**config.mk**
```make
export PLATFORM = sky130hd
export DESIGN_NAME = if_id_fetch_queue_flat
export DESIGN_NICKNAME = d
export VERILOG_FILES = /design/src/rtl/if_id_fetch_queue_if.sv /design/src/rtl/if_id_fetch_queue.sv /design/src/flat_wrapper.sv
export SDC_FILE = /design/constraint.sdc
export NUM_CORES = 1
export LEC_CHECK = 0
export ABC_AREA = 1
export CORE_MARGIN = 5
export CORE_UTILIZATION = 44
export DETAILED_ROUTE_END_ITERATION = 16
export GPL_ROUTABILITY_DRIVEN = 1
export PLACE_DENSITY_LB_ADDON = 0.3
export RECOVER_POWER = 50
export SYNTH_ARGS = -nofsm -noshare
export SYNTH_HDL_FRONTEND = slang
export SYNTH_SLANG_ARGS = --single-unit
```
**constraint.sdc**
```tcl
create_clock -name clk -period 9.3 [get_ports clk]
set_input_delay 1.395 -clock clk [delete_from_list [all_inputs] [get_ports clk]]
set_output_delay 1.395 -clock clk [all_outputs]
set_load 0.1 [all_outputs]
```
**src/rtl/if_id_fetch_queue_if.sv**
```systemverilog
// IF->ID fetch-queue handshake bundle: IF push side, ID show-ahead pop side, flush and occupancy.
interface if_id_fetch_queue_if #(
    parameter int PTR_W = 1
);
    logic             flush;
    logic             if_valid;
    logic             if_ready;
    logic [31:0]      if_pc;
    logic [31:0]      if_instr;
    logic [31:0]      if_b_addr;
    logic             id_valid;
    logic             id_ready;
    logic [31:0]      id_pc;
    logic [31:0]      id_pc_plus4;
    logic [31:0]      id_instr;
    logic [31:0]      id_b_addr;
    logic [PTR_W:0]   count;

    modport slave (
        input  flush, if_valid, if_pc, if_instr, if_b_addr, id_ready,
        output if_ready, id_valid, id_pc, id_pc_plus4, id_instr, id_b_addr, count
    );

    modport master (
        output flush, if_valid, if_pc, if_instr, if_b_addr, id_ready,
        input  if_ready, id_valid, id_pc, id_pc_plus4, id_instr, id_b_addr, count
    );
endinterface

```
**src/rtl/if_id_fetch_queue.sv**
```systemverilog
// IF->ID decoupling queue, show-ahead head with single-cycle flush; optional counters via FETCH_QUEUE_STATS_EN.
// Latency: an entry pushed at edge N is visible on id_* after edge N (one cycle IF->ID).
// Backpressure: if_ready drops only when full (no pass-through); id_valid is low when empty.
module if_id_fetch_queue #(
    parameter int DEPTH = 2,
    parameter int PTR_W = 1
) (
    input  logic                clk,
    input  logic                rst,
    if_id_fetch_queue_if.slave  q
`ifdef FETCH_QUEUE_STATS_EN
    ,
    output logic [31:0]         stat_full_cycles,
    output logic [31:0]         stat_flush_cnt
`endif
);
    typedef struct packed {
        logic [31:0] pc;
        logic [31:0] instr;
        logic [31:0] b_addr;
    } entry_t;

    localparam logic [PTR_W:0] FULL_CNT = (PTR_W+1)'(DEPTH);

    entry_t           mem_q [DEPTH];
    logic [PTR_W-1:0] wr_ptr_q, wr_ptr_d;
    logic [PTR_W-1:0] rd_ptr_q, rd_ptr_d;
    logic [PTR_W:0]   cnt_q, cnt_d;
    logic             push, pop;
    entry_t           head;

    // Handshake readiness depends only on registered occupancy.
    assign q.if_ready = (cnt_q != FULL_CNT);
    assign q.id_valid = (cnt_q != '0);
    assign push       = q.if_valid && q.if_ready;
    assign pop        = q.id_valid && q.id_ready;

    always_comb begin
        wr_ptr_d = wr_ptr_q;
        rd_ptr_d = rd_ptr_q;
        cnt_d    = cnt_q;
        if (q.flush) begin
            wr_ptr_d = '0;
            rd_ptr_d = '0;
            cnt_d    = '0;
        end else begin
            if (push) wr_ptr_d = wr_ptr_q + 1'b1;
            if (pop)  rd_ptr_d = rd_ptr_q + 1'b1;
            if (push && !pop)      cnt_d = cnt_q + 1'b1;
            else if (pop && !push) cnt_d = cnt_q - 1'b1;
        end
    end

    always_ff @(posedge clk) begin
        if (rst) begin
            wr_ptr_q <= '0;
            rd_ptr_q <= '0;
            cnt_q    <= '0;
        end else begin
            wr_ptr_q <= wr_ptr_d;
            rd_ptr_q <= rd_ptr_d;
            cnt_q    <= cnt_d;
        end
    end

    // Storage needs no reset; occupancy alone qualifies it.
    always_ff @(posedge clk) begin
        if (!rst && !q.flush && push) begin
            mem_q[wr_ptr_q] <= '{pc: q.if_pc, instr: q.if_instr, b_addr: q.if_b_addr};
        end
    end

    assign head          = q.id_valid ? mem_q[rd_ptr_q] : '0;
    assign q.id_pc       = head.pc;
    assign q.id_instr    = head.instr;
    assign q.id_b_addr   = head.b_addr;
    assign q.id_pc_plus4 = head.pc + 32'd4;
    assign q.count       = cnt_q;

`ifdef FETCH_QUEUE_STATS_EN
    logic [31:0] full_cycles_q, full_cycles_d;
    logic [31:0] flush_cnt_q, flush_cnt_d;

    always_comb begin
        full_cycles_d = full_cycles_q;
        flush_cnt_d   = flush_cnt_q;
        if (q.if_valid && !q.if_ready && (full_cycles_q != '1)) full_cycles_d = full_cycles_q + 32'd1;
        if (q.flush && (cnt_q != '0) && (flush_cnt_q != '1))    flush_cnt_d   = flush_cnt_q + 32'd1;
    end

    // Counters survive flush; only reset clears them.
    always_ff @(posedge clk) begin
        if (rst) begin
            full_cycles_q <= '0;
            flush_cnt_q   <= '0;
        end else begin
            full_cycles_q <= full_cycles_d;
            flush_cnt_q   <= flush_cnt_d;
        end
    end

    assign stat_full_cycles = full_cycles_q;
    assign stat_flush_cnt   = flush_cnt_q;
`endif
endmodule
```
**src/flat_wrapper.sv**
```systemverilog
// flat-port wrapper written by rule: the top's interface ports become plain ports
module if_id_fetch_queue_flat 
#(
    parameter int DEPTH = 2,
    parameter int PTR_W = 1
)
  (clk, rst, q_flush, q_if_valid, q_if_pc, q_if_instr, q_if_b_addr, q_id_ready, q_if_ready, q_id_valid, q_id_pc, q_id_pc_plus4, q_id_instr, q_id_b_addr, q_count);
  if_id_fetch_queue_if #(.PTR_W(PTR_W)) q_i ();
  input  logic clk;
  input  logic rst;
  input wire logic [$bits(q_i.flush)-1:0] q_flush;
  input wire logic [$bits(q_i.if_valid)-1:0] q_if_valid;
  input wire logic [$bits(q_i.if_pc)-1:0] q_if_pc;
  input wire logic [$bits(q_i.if_instr)-1:0] q_if_instr;
  input wire logic [$bits(q_i.if_b_addr)-1:0] q_if_b_addr;
  input wire logic [$bits(q_i.id_ready)-1:0] q_id_ready;
  output wire logic [$bits(q_i.if_ready)-1:0] q_if_ready;
  output wire logic [$bits(q_i.id_valid)-1:0] q_id_valid;
  output wire logic [$bits(q_i.id_pc)-1:0] q_id_pc;
  output wire logic [$bits(q_i.id_pc_plus4)-1:0] q_id_pc_plus4;
  output wire logic [$bits(q_i.id_instr)-1:0] q_id_instr;
  output wire logic [$bits(q_i.id_b_addr)-1:0] q_id_b_addr;
  output wire logic [$bits(q_i.count)-1:0] q_count;
  assign q_i.flush = q_flush;
  assign q_i.if_valid = q_if_valid;
  assign q_i.if_pc = q_if_pc;
  assign q_i.if_instr = q_if_instr;
  assign q_i.if_b_addr = q_if_b_addr;
  assign q_i.id_ready = q_id_ready;
  assign q_if_ready = q_i.if_ready;
  assign q_id_valid = q_i.id_valid;
  assign q_id_pc = q_i.id_pc;
  assign q_id_pc_plus4 = q_i.id_pc_plus4;
  assign q_id_instr = q_i.id_instr;
  assign q_id_b_addr = q_i.id_b_addr;
  assign q_count = q_i.count;
  if_id_fetch_queue #(.DEPTH(DEPTH), .PTR_W(PTR_W)) u_core (.clk(clk), .rst(rst), .q(q_i));
endmodule
```
==> report_table.html, run 1 <==
<table>
<tr><th>Metric</th><th>Value</th></tr>
<tr><th colspan="2">Status</th></tr>
<tr><td>Status</td><td>finished with violations</td></tr>
<tr><td>Violated checks</td><td>capacitance limit, slew limit</td></tr>
<tr><th colspan="2">Floorplan</th></tr>
<tr><td>I/O pin cnt</td><td>233</td></tr>
<tr><td>DIE HEIGHT</td><td>150 um</td></tr>
<tr><td>Core outline area</td><td>19300 um2</td></tr>
<tr><td>Initial cell density of the core</td><td>44.4%</td></tr>
<tr><td>DIE WIDTH</td><td>150 um</td></tr>
<tr><td>Std cell rows</td><td>51</td></tr>
<tr><td>Die area</td><td>22400 um2</td></tr>
<tr><th colspan="2">Global route</th></tr>
<tr><td>Largest net degree at the start of global routing</td><td>95</td></tr>
<tr><td>Vias in the first global route</td><td>6064</td></tr>
<tr><td>Global route overflow</td><td>0</td></tr>
<tr><td>First-pass GRT wire length</td><td>31.5 mm</td></tr>
<tr><td>Overall fraction of global-route tracks in use</td><td>18.3%</td></tr>
<tr><td>Antenna violations before repair</td><td>9</td></tr>
<tr><th colspan="2">Cells and area</th></tr>
<tr><td>End-of-flow core utilization</td><td>60.3%</td></tr>
<tr><td>Layout cells sized above 1</td><td>7.45%</td></tr>
<tr><td>Highest-count cells in the layout ignoring fill and taps</td><td>sky130_fd_sc_hd__nand2_1 (304), sky130_fd_sc_hd__edfxtp_1 (192), sky130_fd_sc_hd__clkdlybuf4s50_1 (134), sky130_fd_sc_hd__dlygate4sd3_1 (98), sky130_fd_sc_hd__a21oi_1 (72)</td></tr>
<tr><td>Net count of the finished layout</td><td>1110</td></tr>
<tr><td>Area growth from synthesis to final layout</td><td>35.8%</td></tr>
<tr><td>Leading cell type in the layout, fill and taps excluded</td><td>sky130_fd_sc_hd__nand2_1</td></tr>
<tr><td>Final design area excluding fillers</td><td>11700 um2</td></tr>
<tr><th colspan="2">Clocking</th></tr>
<tr><td>Max clock buf depth</td><td>2</td></tr>
<tr><td>Worst-Skew Late Latency</td><td>0.42 ns</td></tr>
<tr><td>Count of H-tree levels built during CTS</td><td>4</td></tr>
<tr><td>Count of instances resized after the clock tree is built</td><td>0</td></tr>
<tr><td>Clock Sinks</td><td>197</td></tr>
<tr><td>Total CTS buffers</td><td>17</td></tr>
<tr><td>CTS tree</td><td>yes</td></tr>
<tr><td>Cell at the root of the clock tree</td><td>sky130_fd_sc_hd__clkbuf_16</td></tr>
<tr><td>Quantity of hold-fixing buffers added after cts</td><td>0</td></tr>
<tr><td>Clock transition at the register clock pins on the worst setup and hold paths after CTS</td><td>0.08 ns</td></tr>
<tr><td>Buffer count from post-CTS setup fixing</td><td>0</td></tr>
<tr><th colspan="2">Timing</th></tr>
<tr><td>Actual transition at the worst max-transition pin</td><td>2.60 ns</td></tr>
<tr><td>Shortest clock period the worst path allows after layout</td><td>5.93 ns</td></tr>
<tr><td>Number of endpoints with negative hold slack in the final report</td><td>0</td></tr>
<tr><td>Max-slew headroom at the worst pin</td><td>-73.5%</td></tr>
<tr><td>Setup_tns</td><td>0 ns</td></tr>
<tr><td>Portion of the clock cycle consumed by the worst path in the final layout</td><td>63.8%</td></tr>
<tr><td>Min Hold Slack</td><td>0.478 ns</td></tr>
<tr><td>Final Max Tran Viols</td><td>140</td></tr>
<tr><td>Post-layout worst setup margin</td><td>3.37 ns</td></tr>
<tr><td>Highest Clock Rate</td><td>169 MHz</td></tr>
<tr><td>Setup Skew</td><td>0.0101 ns</td></tr>
<tr><td>Final setup viols</td><td>0</td></tr>
<tr><td>RSZ-0062 raised after global routing</td><td>false</td></tr>
<tr><th colspan="2">Placement</th></tr>
<tr><td>IO buf count</td><td>232</td></tr>
<tr><td>Final weighted congestion in routability-driven placement</td><td>0.791</td></tr>
<tr><td>Estimated wirelength of the detail-placed design</td><td>14.2 mm</td></tr>
<tr><td>Placed instance area</td><td>11100 um2</td></tr>
<tr><td>Worst setup slack before clock tree synthesis</td><td>3.89 ns</td></tr>
<tr><th colspan="2">Worst setup path</th></tr>
<tr><td>Master of the slowest instance on the critical path</td><td>sky130_fd_sc_hd__inv_1</td></tr>
<tr><td>Category of the worst setup path capture point</td><td>output port</td></tr>
<tr><td>Maximum single-stage delay on the critical path</td><td>1.24 ns</td></tr>
<tr><td>Cells traversed along the worst timing path</td><td>nor2_1, inv_1, nand2_1, inv_1, ha_1, inv_1, nor2_4, inv_2, nor2_2, xor2_1, clkdlybuf4s50_1</td></tr>
<tr><td>Data arrival, critical path</td><td>4.54 ns</td></tr>
<tr><td>CP most frequent cell</td><td>sky130_fd_sc_hd__inv_1</td></tr>
<tr><td>Max Fanout on Critical Path</td><td>57</td></tr>
<tr><td>Crit-path leading delay family</td><td>buffers and inverters</td></tr>
<tr><td>Worst setup path class</td><td>flop to output port</td></tr>
<tr><td>Required time at the worst-slack endpoint</td><td>7.91 ns</td></tr>
<tr><td>Crit start category</td><td>flop</td></tr>
<tr><td>Sum of buffers and inverters on the critical path</td><td>5</td></tr>
<tr><th colspan="2">Routing</th></tr>
<tr><td>Average vias per placed instance</td><td>4.80</td></tr>
<tr><td>Wire length per cell after detailed routing</td><td>16.1 um</td></tr>
<tr><td>Pre-antenna DRT Iters</td><td>5</td></tr>
<tr><td>Routed via count</td><td>6182</td></tr>
<tr><td>Final wirelength</td><td>20.7 mm</td></tr>
<tr><td>Count of nets left with antenna violations after detail routing</td><td>0</td></tr>
<tr><td>Number of remaining DRC errors</td><td>0</td></tr>
<tr><td>Initial DRC Count</td><td>328</td></tr>
<tr><th colspan="2">Power and ir drop</th></tr>
<tr><td>PwrDens</td><td>193 nW/um2</td></tr>
<tr><td>Peak supply drop</td><td>0.127 mV</td></tr>
<tr><td>Leakage</td><td>0.00430 uW</td></tr>
<tr><th colspan="2">Synthesis</th></tr>
<tr><td>Fraction of post-synthesis cell area in the top cell type by area</td><td>67.2%</td></tr>
<tr><td>Number of synthesized register bits</td><td>197</td></tr>
<tr><td>Netlist area before placement</td><td>8580 um2</td></tr>
<tr><td>Sequential element share of the synthesized area</td><td>68.3%</td></tr>
<tr><td>Cell taking the most area after synthesis</td><td>sky130_fd_sc_hd__edfxtp_1</td></tr>
<tr><td>Post-synthesis cell count</td><td>787</td></tr>
<tr><td>Average cell area after synthesis</td><td>10.9 um2</td></tr>
<tr><td>Yosys cell types</td><td>29</td></tr>
<tr><td>Fraction of the mapped netlist area in compound gates</td><td>4.63%</td></tr>
<tr><td>Largest family of logic cells by synthesized area</td><td>simple AND/OR/NAND/NOR gates</td></tr>
<tr><td>Post-Synth Simple-Gate Area</td><td>20.6%</td></tr>
<tr><td>Net Count, Synth</td><td>890</td></tr>
<tr><td>Xor/xnor cell area share of the yosys netlist</td><td>1.43%</td></tr>
<tr><td>Total number of yosys warnings</td><td>0</td></tr>
<tr><td>Post-synthesis share of cell area spent on full adders, half adders and majority gates</td><td>0.292%</td></tr>
<tr><td>Proportion of synthesized area in mux cells</td><td>0%</td></tr>
<tr><td>Top cells by area, synth</td><td>sky130_fd_sc_hd__edfxtp_1 (67%), sky130_fd_sc_hd__nand2_1 (13%), sky130_fd_sc_hd__a21oi_1 (4.2%)</td></tr>
<tr><th colspan="2">Run</th></tr>
<tr><td>Number of max-capacitance violations reported</td><td>3</td></tr>
<tr><th colspan="2">Hold path</th></tr>
<tr><td>Type of the tightest min-delay check</td><td>flop to flop</td></tr>
</table>
-- area by class of cell --
cell class	instances	area, um2
Fill cell	1592	7670
Sequential cell	197	5870
Timing Repair Buffer	238	2360
Multi-Input combinational cell	506	2330
Clock buffer	17	425
Tap cell	265	332
Inverter	47	181
Clock inverter	15	163
Antenna cell	2	5.00
-- Yosys cell counts (all sizes together) --
master  number
inv         46
buf         27
o21ai        3
clkinv       1
nand2      313
nor2        54
nor3         2
edfxtp     192
dfxtp        5
or2          3
clkbuf      10
a21oi       72
ha           2
o21a         1
o21bai       1
xor2        14
nand3       41
-- metal layers --
metal	wire, um	vias to the layer above	GRT usage, %	share of wire [%]
met4	162	16	4.30	0.78
met2	9970	209	29.8	48
met1	8710	2859	23.2	42
met5	92	-	0	0.44
met3	1790	28	7.00	8.6
li1	-	3070	-	-
-- report_power, final --
group | total (uW) | internal [uW] | switching, uW
sequential | 999 | 993 | 6.02
combinational | 542 | 121 | 421
clock | 707 | 359 | 348
-- registers in the layout (all words and copies together) (netlist names), named ones only --
name             cells
u_core.mem_q       192
u_core.q.count       2
u_core.rd_ptr_q      1
u_core.wr_ptr_q      1
-- worst reg2reg max path, delay by kind of cell, from the launching register on --
kind,cells,cell delay [ns]
buf+inv,4,2.90
flops,1,0.35
simple gates,4,0.37
-- final timing paths --
kind                                   from                            end  slack [ns]  cells after the start
min reg2reg    u_core.wr_ptr_q$_SDFFE_PP0P_   u_core.wr_ptr_q$_SDFFE_PP0P_        0.48                      2
min            u_core.wr_ptr_q$_SDFFE_PP0P_   u_core.wr_ptr_q$_SDFFE_PP0P_        0.48                      2
max          u_core.q.count[1]$_SDFFE_PP0P_              q_id_pc_plus4[14]        3.37                     11
max reg2reg  u_core.q.count[0]$_SDFFE_PP0P_  u_core.mem_q[0][36]$_DFFE_PP_        5.26                      8
-- metrics by stage --
stage               instances  power [uW]
global route             1286        2320
global placement         1253        1570
floorplan                 787        1420
detailed placement       1253        1570
finish                   1287        2250
CTS                      1285        2280
-- cells by family (layout without fill, tap and decap cells) --
group                    count (synthesis)  after routing
AO/OA/AOI/OAI                           77             77
XOR/XNOR                                14             14
adder cells (fa/ha/maj)                  2              2
buffers and inverters                   84            317
flip-flops                             197            197
other                                    0              2
AND/OR/NAND/NOR                        413            413
Note: power is estimated with default switching activity, not from simulation.
==> inputs of run 2 (changes only) <==
clock period = 5 ns   (was 9.3 ns; I/O delays follow)
==> run 2 against run 1 <==
  * The run still ends with capacitance limit, slew limit left
  * Clock power up 99%
  * Register-to-register slack worse by 3.4 ns
  * Sequential power up 86%
==> report_table.html, run 2 (synthesis results as in run 1) <==
<table>
<tr><th>Metric</th><th>Value</th></tr>
<tr><th colspan="2">Status</th></tr>
<tr><td>Status</td><td>finished with violations</td></tr>
<tr><td>Violated checks</td><td>capacitance limit, slew limit</td></tr>
<tr><th colspan="2">Routing</th></tr>
<tr><td>Number of remaining DRC errors</td><td>0</td></tr>
<tr><td>Count of nets left with antenna violations after detail routing</td><td>0</td></tr>
<tr><td>Initial DRC Count</td><td>328</td></tr>
<tr><td>Average vias per placed instance</td><td>4.79</td></tr>
<tr><td>Routed via count</td><td>6176</td></tr>
<tr><td>Wire length per cell after detailed routing</td><td>16.0 um</td></tr>
<tr><td>Final wirelength</td><td>20.7 mm</td></tr>
<tr><td>Pre-antenna DRT Iters</td><td>5</td></tr>
<tr><th colspan="2">Power and ir drop</th></tr>
<tr><td>Overall power after layout</td><td>4290 uW</td></tr>
<tr><td>Leakage</td><td>0.00440 uW</td></tr>
<tr><td>PwrDens</td><td>364 nW/um2</td></tr>
<tr><td>Peak supply drop</td><td>0.245 mV</td></tr>
<tr><th colspan="2">Clocking</th></tr>
<tr><td>Quantity of hold-fixing buffers added after cts</td><td>0</td></tr>
<tr><td>Buffer count from post-CTS setup fixing</td><td>0</td></tr>
<tr><td>Count of instances resized after the clock tree is built</td><td>0</td></tr>
<tr><td>CTS tree</td><td>yes</td></tr>
<tr><td>Total CTS buffers</td><td>17</td></tr>
<tr><td>Clock Sinks</td><td>197</td></tr>
<tr><td>Clock transition at the register clock pins on the worst setup and hold paths after CTS</td><td>0.07 ns</td></tr>
<tr><td>Max clock buf depth</td><td>2</td></tr>
<tr><td>Worst-Skew Late Latency</td><td>0.42 ns</td></tr>
<tr><td>Count of H-tree levels built during CTS</td><td>4</td></tr>
<tr><td>Cell at the root of the clock tree</td><td>sky130_fd_sc_hd__clkbuf_16</td></tr>
<tr><th colspan="2">Global route</th></tr>
<tr><td>Vias in the first global route</td><td>6138</td></tr>
<tr><td>Antenna violations before repair</td><td>9</td></tr>
<tr><td>Global route overflow</td><td>0</td></tr>
<tr><td>Overall fraction of global-route tracks in use</td><td>18.3%</td></tr>
<tr><td>Largest net degree at the start of global routing</td><td>97</td></tr>
<tr><td>First-pass GRT wire length</td><td>31.6 mm</td></tr>
<tr><th colspan="2">Floorplan</th></tr>
<tr><td>Initial cell density of the core</td><td>44.4%</td></tr>
<tr><td>Die area</td><td>22400 um2</td></tr>
<tr><td>DIE HEIGHT</td><td>150 um</td></tr>
<tr><td>I/O pin cnt</td><td>233</td></tr>
<tr><td>DIE WIDTH</td><td>150 um</td></tr>
<tr><td>Core outline area</td><td>19300 um2</td></tr>
<tr><td>Std cell rows</td><td>51</td></tr>
<tr><th colspan="2">Worst setup path</th></tr>
<tr><td>Required time at the worst-slack endpoint</td><td>4.25 ns</td></tr>
<tr><td>Master of the slowest instance on the critical path</td><td>sky130_fd_sc_hd__clkdlybuf4s50_1</td></tr>
<tr><td>CP most frequent cell</td><td>sky130_fd_sc_hd__inv_1</td></tr>
<tr><td>Max Fanout on Critical Path</td><td>45</td></tr>
<tr><td>Worst Reg-to-Reg Cells</td><td>9</td></tr>
<tr><td>End of the worst register-to-register path</td><td>u_core.q.count[1]$_SDFFE_PP0P_</td></tr>
<tr><td>Worst flop-to-flop path startpoint</td><td>u_core.q.count[1]$_SDFFE_PP0P_</td></tr>
<tr><td>Internal reg-to-reg setup slack</td><td>1.85 ns</td></tr>
<tr><td>Data arrival, critical path</td><td>3.85 ns</td></tr>
<tr><td>Category of the worst setup path capture point</td><td>output port</td></tr>
<tr><td>Crit. Startpoint</td><td>u_core.q.count[1]$_SDFFE_PP0P_</td></tr>
<tr><td>Destination of the critical timing path</td><td>q_id_pc[22]</td></tr>
<tr><td>Maximum single-stage delay on the critical path</td><td>1.15 ns</td></tr>
<tr><td>Worst setup path class</td><td>flop to output port</td></tr>
<tr><td>Crit start category</td><td>flop</td></tr>
<tr><td>Cells traversed along the worst timing path</td><td>nor2_4, inv_1, clkbuf_1, nand2_1, inv_1, clkdlybuf4s50_1</td></tr>
<tr><th colspan="2">Cells and area</th></tr>
<tr><td>Number of inserted filler cells in the final layout</td><td>1565</td></tr>
<tr><td>Highest-count cells in the layout ignoring fill and taps</td><td>sky130_fd_sc_hd__nand2_1 (304), sky130_fd_sc_hd__edfxtp_1 (192), sky130_fd_sc_hd__clkdlybuf4s50_1 (103), sky130_fd_sc_hd__dlygate4sd3_1 (98), sky130_fd_sc_hd__a21oi_1 (72)</td></tr>
<tr><td>Number of flip-flops under the largest register name</td><td>192</td></tr>
<tr><td>Layout cells sized above 1</td><td>11.7%</td></tr>
<tr><td>Net count of the finished layout</td><td>1112</td></tr>
<tr><td>Register with the most flip-flops</td><td>u_core.mem_q</td></tr>
<tr><td>Leading cell type in the layout, fill and taps excluded</td><td>sky130_fd_sc_hd__nand2_1</td></tr>
<tr><td>End-of-flow core utilization</td><td>60.8%</td></tr>
<tr><td>Area growth from synthesis to final layout</td><td>37.0%</td></tr>
<tr><th colspan="2">Timing</th></tr>
<tr><td>Actual transition at the worst max-transition pin</td><td>2.58 ns</td></tr>
<tr><td>Portion of the clock cycle consumed by the worst path in the final layout</td><td>91.9%</td></tr>
<tr><td>Max-slew headroom at the worst pin</td><td>-71.8%</td></tr>
<tr><td>Final Max Tran Viols</td><td>97</td></tr>
<tr><td>Shortest clock period the worst path allows after layout</td><td>4.60 ns</td></tr>
<tr><td>Setup_tns</td><td>0 ns</td></tr>
<tr><td>RSZ-0062 raised after global routing</td><td>false</td></tr>
<tr><td>Highest Clock Rate</td><td>218 MHz</td></tr>
<tr><td>Number of endpoints with negative hold slack in the final report</td><td>0</td></tr>
<tr><td>Setup Skew</td><td>0.0107 ns</td></tr>
<tr><td>Final setup viols</td><td>0</td></tr>
<tr><th colspan="2">Placement</th></tr>
<tr><td>IO buf count</td><td>232</td></tr>
<tr><td>Estimated wirelength of the detail-placed design</td><td>14.3 mm</td></tr>
<tr><td>Final weighted congestion in routability-driven placement</td><td>0.834</td></tr>
<tr><th colspan="2">Hold path</th></tr>
<tr><td>Type of the tightest min-delay check</td><td>flop to flop</td></tr>
<tr><th colspan="2">Run</th></tr>
<tr><td>Number of max-capacitance violations reported</td><td>2</td></tr>
</table>
## run 2: changes by cell type in the layout (fill, tap and decap cells not counted), sizes merged
cell / previous run / this run
bufinv: 0 / 3
clkinv: 9 / 4
clkdlybuf4s50: 134 / 103
buf: 4 / 37
clkbuf: 19 / 21
## run 2: layout make-up
| cell class | count | area (um2) | area share (%) |
|---|---|---|---|
| multi-input combinational | 506 | 2420 | 20.6 |
| antenna | 2 | 5.00 | 0.0426 |
| sequential | 197 | 5870 | 49.9 |
| clock buffer | 19 | 433 | 3.68 |
| timing repair buffer | 240 | 2320 | 19.8 |
| tap | 265 | 332 | 2.82 |
| inverter | 47 | 185 | 1.57 |
| clock inverter | 13 | 190 | 1.62 |
## run 2: how the worst min path moves through the flow
stage | from | endpoint | slack [ns] | cells past startpoint
finish | u_core.wr_ptr_q$_SDFFE_PP0P_ | u_core.wr_ptr_q$_SDFFE_PP0P_ | 0.47 | 2
global route | u_core.wr_ptr_q$_SDFFE_PP0P_ | u_core.wr_ptr_q$_SDFFE_PP0P_ | 0.51 | 2
CTS | u_core.wr_ptr_q$_SDFFE_PP0P_ | u_core.wr_ptr_q$_SDFFE_PP0P_ | 0.47 | 2
detailed placement | u_core.wr_ptr_q$_SDFFE_PP0P_ | u_core.wr_ptr_q$_SDFFE_PP0P_ | 0.46 | 2
global placement | u_core.wr_ptr_q$_SDFFE_PP0P_ | u_core.wr_ptr_q$_SDFFE_PP0P_ | 0.45 | 2
floorplan | u_core.wr_ptr_q$_SDFFE_PP0P_ | u_core.wr_ptr_q$_SDFFE_PP0P_ | 0.45 | 2
## run 2: layer usage
layer	wire [um]	GRT usage (%)	vias up	part of all wire, %
met5	55	0	-	0.27
met4	319	5.17	10	1.5
met3	2090	7.63	34	10
met2	10000	29.9	230	49
met1	8150	22.5	2827	39
li1	-	-	3075	-
## run 2: worst max-delay path: cells and delay by family (launching register included)
kind | cells | cell delay [ns]
buf+inv | 4 | 2.78
flops | 1 | 0.41
simple gates | 2 | 0.22
## run 2: through the flow
step	hold slack, ns	cells	setup slack, ns	area, um2
2_1_floorplan	0.445	787	0.139	8700
3_3_place_gp	0.453	1255	1.02	11200
3_5_place_dp	0.462	1255	0.958	11200
4_1_cts	0.473	1287	0.484	11800
5_1_grt	0.508	1288	0.155	11800
6_report	0.470	1289	0.403	11800
## run 2: where the power goes
group | switching (uW) | internal (uW) | leakage [uW]
Combinational | 787 | 224 | 0.00231
Clock | 605 | 809 | 0.000304
Sequential | 13.1 | 1850 | 0.00178
Total | 1410 | 2880 | 0.00440
